## config.mk

```make
export PLATFORM = sky130hd
export DESIGN_NAME = tour_cmd_seq
export DESIGN_NICKNAME = d
export VERILOG_FILES = /design/src/rtl/tour_cmd_seq_pkg.sv /design/src/rtl/tour_cmd_seq_move_decode.sv /design/src/rtl/tour_cmd_seq.sv
export SDC_FILE = /design/constraint.sdc
export NUM_CORES = 1
export LEC_CHECK = 0
export CAP_MARGIN = 20
export CORE_ASPECT_RATIO = 0.75
export CORE_MARGIN = 2
export CORE_UTILIZATION = 42
export DETAILED_ROUTE_END_ITERATION = 10
export PLACE_DENSITY = 0.86
export RECOVER_POWER = 25
export SYNTH_ARGS = -nofsm -noshare
export SYNTH_HDL_FRONTEND = slang
export SYNTH_SLANG_ARGS = --single-unit
export TNS_END_PERCENT = 1
```

## constraint.sdc

```tcl
create_clock -name clk -period 3.7 [get_ports clk]
set_input_delay 0.37 -clock clk [delete_from_list [all_inputs] [get_ports clk]]
set_output_delay 0.37 -clock clk [all_outputs]
set_load 0.02 [all_outputs]
```

## src/rtl/tour_cmd_seq_pkg.sv

```systemverilog
// rtl/tour_cmd_seq_pkg.sv - shared types and constants for the tour command sequencer
package tour_cmd_seq_pkg;

    typedef enum logic [2:0] {
        IDLE,
        LOAD,
        VERT,
        WAIT_V,
        HORZ,
        WAIT_H
    } state_t;

    localparam logic [3:0] OP_MOVE     = 4'h4;
    localparam logic [3:0] OP_MOVE_FAN = 4'h5;

    localparam logic [7:0] HDG_N = 8'h00;
    localparam logic [7:0] HDG_W = 8'h3F;
    localparam logic [7:0] HDG_S = 8'h7F;
    localparam logic [7:0] HDG_E = 8'hBF;

    localparam logic [7:0] DEF_POS_ACK = 8'hA5;
    localparam logic [7:0] DEF_MID_ACK = 8'h5A;

    // Pack opcode, heading and square count into a command word
    function automatic logic [15:0] mk_cmd(input logic [3:0] op,
                                           input logic [7:0] hdg,
                                           input logic [3:0] sq);
        return {op, hdg, sq};
    endfunction

endpackage

```

## src/rtl/tour_cmd_seq_move_decode.sv

```systemverilog
// rtl/tour_cmd_seq_move_decode.sv - one-hot knight move to vertical/horizontal command pair
module move_decode
    import tour_cmd_seq_pkg::*;
(
    input  logic [7:0]  mv_reg,
    output logic [15:0] vert_cmd,
    output logic [15:0] horz_cmd
);

    logic [2:0] sel;
    logic       hit;

    // Pick the lowest set bit, then map it to its two legs
    always_comb begin
        sel      = 3'd0;
        hit      = 1'b0;
        vert_cmd = 16'h0000;
        horz_cmd = 16'h0000;
        // Scanning downwards lets the lowest set bit overwrite any higher one
        for (int i = 7; i >= 0; i--) begin
            if (mv_reg[i]) begin
                sel = 3'(i);
                hit = 1'b1;
            end
        end
        if (hit) begin
            case (sel)
                3'd0: begin vert_cmd = mk_cmd(OP_MOVE, HDG_N, 4'd2); horz_cmd = mk_cmd(OP_MOVE_FAN, HDG_E, 4'd1); end
                3'd1: begin vert_cmd = mk_cmd(OP_MOVE, HDG_N, 4'd2); horz_cmd = mk_cmd(OP_MOVE_FAN, HDG_W, 4'd1); end
                3'd2: begin vert_cmd = mk_cmd(OP_MOVE, HDG_N, 4'd1); horz_cmd = mk_cmd(OP_MOVE_FAN, HDG_W, 4'd2); end
                3'd3: begin vert_cmd = mk_cmd(OP_MOVE, HDG_S, 4'd1); horz_cmd = mk_cmd(OP_MOVE_FAN, HDG_W, 4'd2); end
                3'd4: begin vert_cmd = mk_cmd(OP_MOVE, HDG_S, 4'd2); horz_cmd = mk_cmd(OP_MOVE_FAN, HDG_W, 4'd1); end
                3'd5: begin vert_cmd = mk_cmd(OP_MOVE, HDG_S, 4'd2); horz_cmd = mk_cmd(OP_MOVE_FAN, HDG_E, 4'd1); end
                3'd6: begin vert_cmd = mk_cmd(OP_MOVE, HDG_S, 4'd1); horz_cmd = mk_cmd(OP_MOVE_FAN, HDG_E, 4'd2); end
                default: begin vert_cmd = mk_cmd(OP_MOVE, HDG_N, 4'd1); horz_cmd = mk_cmd(OP_MOVE_FAN, HDG_E, 4'd2); end
            endcase
        end
    end

endmodule

```

## src/rtl/tour_cmd_seq.sv

```systemverilog
// rtl/tour_cmd_seq.sv - replays a solved knight tour as movement commands, UART passthrough when idle
module tour_cmd_seq
    import tour_cmd_seq_pkg::*;
#(
    parameter int         NUM_MOVES = 24,
    parameter logic [7:0] POS_ACK   = DEF_POS_ACK,
    parameter logic [7:0] MID_ACK   = DEF_MID_ACK
) (
    input  logic        clk,
    input  logic        rst,
    input  logic        start_tour,
    input  logic [7:0]  move,
    output logic [4:0]  mv_indx,
    input  logic [15:0] cmd_UART,
    input  logic        cmd_rdy_UART,
    input  logic        clr_cmd_rdy,
    output logic        clr_cmd_rdy_UART,
    input  logic        send_resp,
    output logic [15:0] cmd,
    output logic        cmd_rdy,
    output logic [7:0]  resp
);

    localparam logic [4:0] LAST_IDX = 5'(NUM_MOVES - 1);

    state_t      state;
    logic [7:0]  mv_reg;
    logic [15:0] vert_cmd;
    logic [15:0] horz_cmd;

    move_decode u_move_decode (
        .mv_reg   (mv_reg),
        .vert_cmd (vert_cmd),
        .horz_cmd (horz_cmd)
    );

    // Tour sequencing: one handshake per leg, index advances after the horizontal leg completes
    always_ff @(posedge clk) begin
        if (rst) begin
            state   <= IDLE;
            mv_indx <= 5'd0;
            mv_reg  <= 8'h00;
        end else begin
            case (state)
                IDLE: begin
                    if (start_tour) begin
                        mv_indx <= 5'd0;
                        state   <= LOAD;
                    end
                end
                LOAD: begin
                    mv_reg <= move;
                    // An empty move slot marks the end of the stored tour
                    state  <= (move == 8'h00) ? IDLE : VERT;
                end
                VERT: begin
                    if (clr_cmd_rdy) state <= WAIT_V;
                end
                WAIT_V: begin
                    if (send_resp) state <= HORZ;
                end
                HORZ: begin
                    if (clr_cmd_rdy) state <= WAIT_H;
                end
                WAIT_H: begin
                    if (send_resp) begin
                        if (mv_indx == LAST_IDX) begin
                            state <= IDLE;
                        end else begin
                            mv_indx <= mv_indx + 5'd1;
                            state   <= LOAD;
                        end
                    end
                end
                default: state <= IDLE;
            endcase
        end
    end

    // Output steering: UART passthrough in idle, decoded legs while touring
    always_comb begin
        cmd              = 16'h0000;
        cmd_rdy          = 1'b0;
        clr_cmd_rdy_UART = 1'b0;
        case (state)
            IDLE: begin
                cmd              = cmd_UART;
                cmd_rdy          = cmd_rdy_UART;
                clr_cmd_rdy_UART = clr_cmd_rdy;
            end
            VERT: begin
                cmd     = vert_cmd;
                cmd_rdy = 1'b1;
            end
            WAIT_V: cmd = vert_cmd;
            HORZ: begin
                cmd     = horz_cmd;
                cmd_rdy = 1'b1;
            end
            WAIT_H: cmd = horz_cmd;
            default: cmd = 16'h0000;
        endcase
    end

    // Acknowledge byte: intermediate moves get the mid ack, idle and final move get the positive ack
    always_comb begin
        resp = ((state != IDLE) && (mv_indx < LAST_IDX)) ? MID_ACK : POS_ACK;
    end

endmodule

```

==> results.tsv <==
metric	value	unit
whs	520	ps
clock-sinks	16	
synth.net_count	178	
clk_pin_slew	90	ps
yosysSeqAreaShare	28.5	%
netlist_instances	147	
finalSetupTns	0	ps
grt_pass1_wl	5130	um
p_leak	0.681	nW
holdCritPathClass	reg -> reg	
fmax	0.316	GHz
postRouteAntennaNets	0	
placedCellCount	232	
irDropWorstVdd	199	uV
port_buffers	60	
p_int	0.000430	W
die_area	3110	um^2
syn_area_per_cell	7.65	um^2
cts_setup_buffers	0	
grtUsageTotal	20.3	%
wl	3110	um
fp.dieW	63.8	um
critPathArrivalTime	2800	ps
initial_utilization	43.6	%
dp_hpwl	2450	um
critPathKind	reg -> out	
nNetsFinal	232	
fin_crit_sh	85.6	%
worstMarginPinSlew	614	ps
synth-seq-cells	16	
grt_overflow	0	
gp_congestion	0.792	
finalCriticalPeriod	3170	ps
yosysUniqueCellTypes	40	
syn-cell-area	1120	um^2
clock_latency	290	ps
antenna_found_initial	0	
setup_viol	0	
h-tree-depth	1	
grt_max_degree	18	
wl_per_cell	13.2	um
design.core.area	2580	um^2
instances_no_fill	236	
vias	1282	
max_stage_delay	600	ps
startpoint_type	register	
clkPwrFrac	16.9	%
numCtsBuffers	3	
path_cells	nor2b_1 > o21ai_0 > a211oi_2 > a21o_1 > clkdlybuf4s50_1	
critical_path.top_delay_family	compound AO/OA/AOI/OAI gates	
grt_setup_unrepaired	false	
ys_warn_count	0	
crit_buf_inv	1	
drv_cap	0	
timing.final.ws_setup	533	ps
clock_path_buffers	2	
cts_resized	0	
ctsHoldBuffers	0	
largest_reg_flops	8	
dp_slack	864	ps
antenna_cells	0	
grt_pass1_vias	1168	
layout_common_cells	clkdlybuf4s50_1, nor2_1, dfxtp_1, nand2_1, o21ai_0	
p_switching	0.000248	W
cp_slowest_cell	dfxtp_1	
finalMaxSlewViolations	0	
relSlewSlack	58.7	%
areaGrowthSynthToFinish	54.6	%
cts_tree	yes	
drtPass1Iterations	4	
synth_edf_count	0	
sequentialPowerShare	30.3	%
p_per_area	390	nW/um^2
cp.required	3330	ps
rows	16	
power_frac_comb	52.8	%
ys_dominant_reg_cell	dfxtp_1	
via_per_inst	5.43	
drc	0	
pin_count	61	
ys_async_sr_fraction	0	%
critPathCaptureType	output port	
die_h	48.8	um
drive_gt1_share	5.50	%
layout_commonest_cell	clkdlybuf4s50_1	
crit_fanout	15	
outcome	complete, no violations	
clockRootBuffer	clkbuf_4	
final_hold_viol_count	0	
p_sw_share	36.6	%
first_iter_violations	37	
skew	6.24	ps
-- final timing paths --
kind               from          to  slack (ps)  cells past startpoint
max            state[2]      cmd[9]         530                      5
min          mv_indx[1]  mv_indx[1]         520                      2
max reg2reg    state[2]  mv_indx[4]        1950                      4
min reg2reg  mv_indx[1]  mv_indx[1]         520                      2
-- layout make-up --
cell class	count	area [um^2]
Sequential cell	16	320
Tap cell	36	45.0
Fill cell	208	843
Multi-Input combinational cell	114	711
Timing Repair Buffer	62	612
Inverter	4	15.0
Clock buffer	4	36.3
-- synth_stat cells (4+ instances only) --
| cell | instances | area, um^2 |
|---|---|---|
| nor2_1 | 20 | 75.1 |
| dfxtp_1 | 16 | 320 |
| nand2_1 | 12 | 45.0 |
| o21ai_0 | 12 | 60.1 |
| mux2i_1 | 8 | 80.1 |
| buf_4 | 7 | 52.6 |
| nand3_1 | 7 | 35.0 |
| a21o_1 | 6 | 45.0 |
| and2_1 | 6 | 37.5 |
| a21oi_1 | 4 | 20.0 |
| inv_1 | 4 | 15.0 |
-- cells by family (layout without fill, tap and decap cells) --
| logic type | count (synthesis) | in the layout | synth area share [%] |
|---|---|---|---|
| flops | 16 | 16 | 28.5 |
| buf+inv | 17 | 70 | 8.34 |
| compound gates | 37 | 37 | 22.1 |
| fa+ha+maj | 1 | 1 | 1.11 |
| simple gates | 67 | 67 | 31.8 |
| mux | 9 | 9 | 8.12 |
-- per-stage QoR --
step,total power [W],util (%),instance area (um^2)
floorplan,0.000427,-,1120
global placement,0.000561,66.1,1710
detailed placement,0.000568,66.1,1710
CTS,0.000685,67.5,1740
global route,0.000716,67.3,1740
finish,0.000678,67.3,1740
-- layer usage --
| layer | share of wire (%) | wire, um | track usage (%) |
|---|---|---|---|
| met5 | 0 | 0 | 0 |
| met4 | 0.93 | 29 | 7.61 |
| met3 | 7.5 | 235 | 4.16 |
| met2 | 46 | 1440 | 35.3 |
| met1 | 45 | 1410 | 24.7 |
-- power groups by stage --
stage | Combinational (W) | Sequential (W) | Clock (W)
after floorplan | 0.000229 | 0.000197 | 0
after global placement | 0.000354 | 0.000207 | 0
after detailed placement | 0.000360 | 0.000209 | 0
after CTS | 0.000361 | 0.000205 | 0.000119
after global routing | 0.000382 | 0.000208 | 0.000126
final | 0.000358 | 0.000205 | 0.000115
-- worst reg2reg max path: cells and delay by family (launching register included) --
family | cells | cell delay, ps
AND/OR/NAND/NOR | 2 | 850
flip-flops | 1 | 600
AO/OA/AOI/OAI | 2 | 230
(Power assumes the default switching activity.)
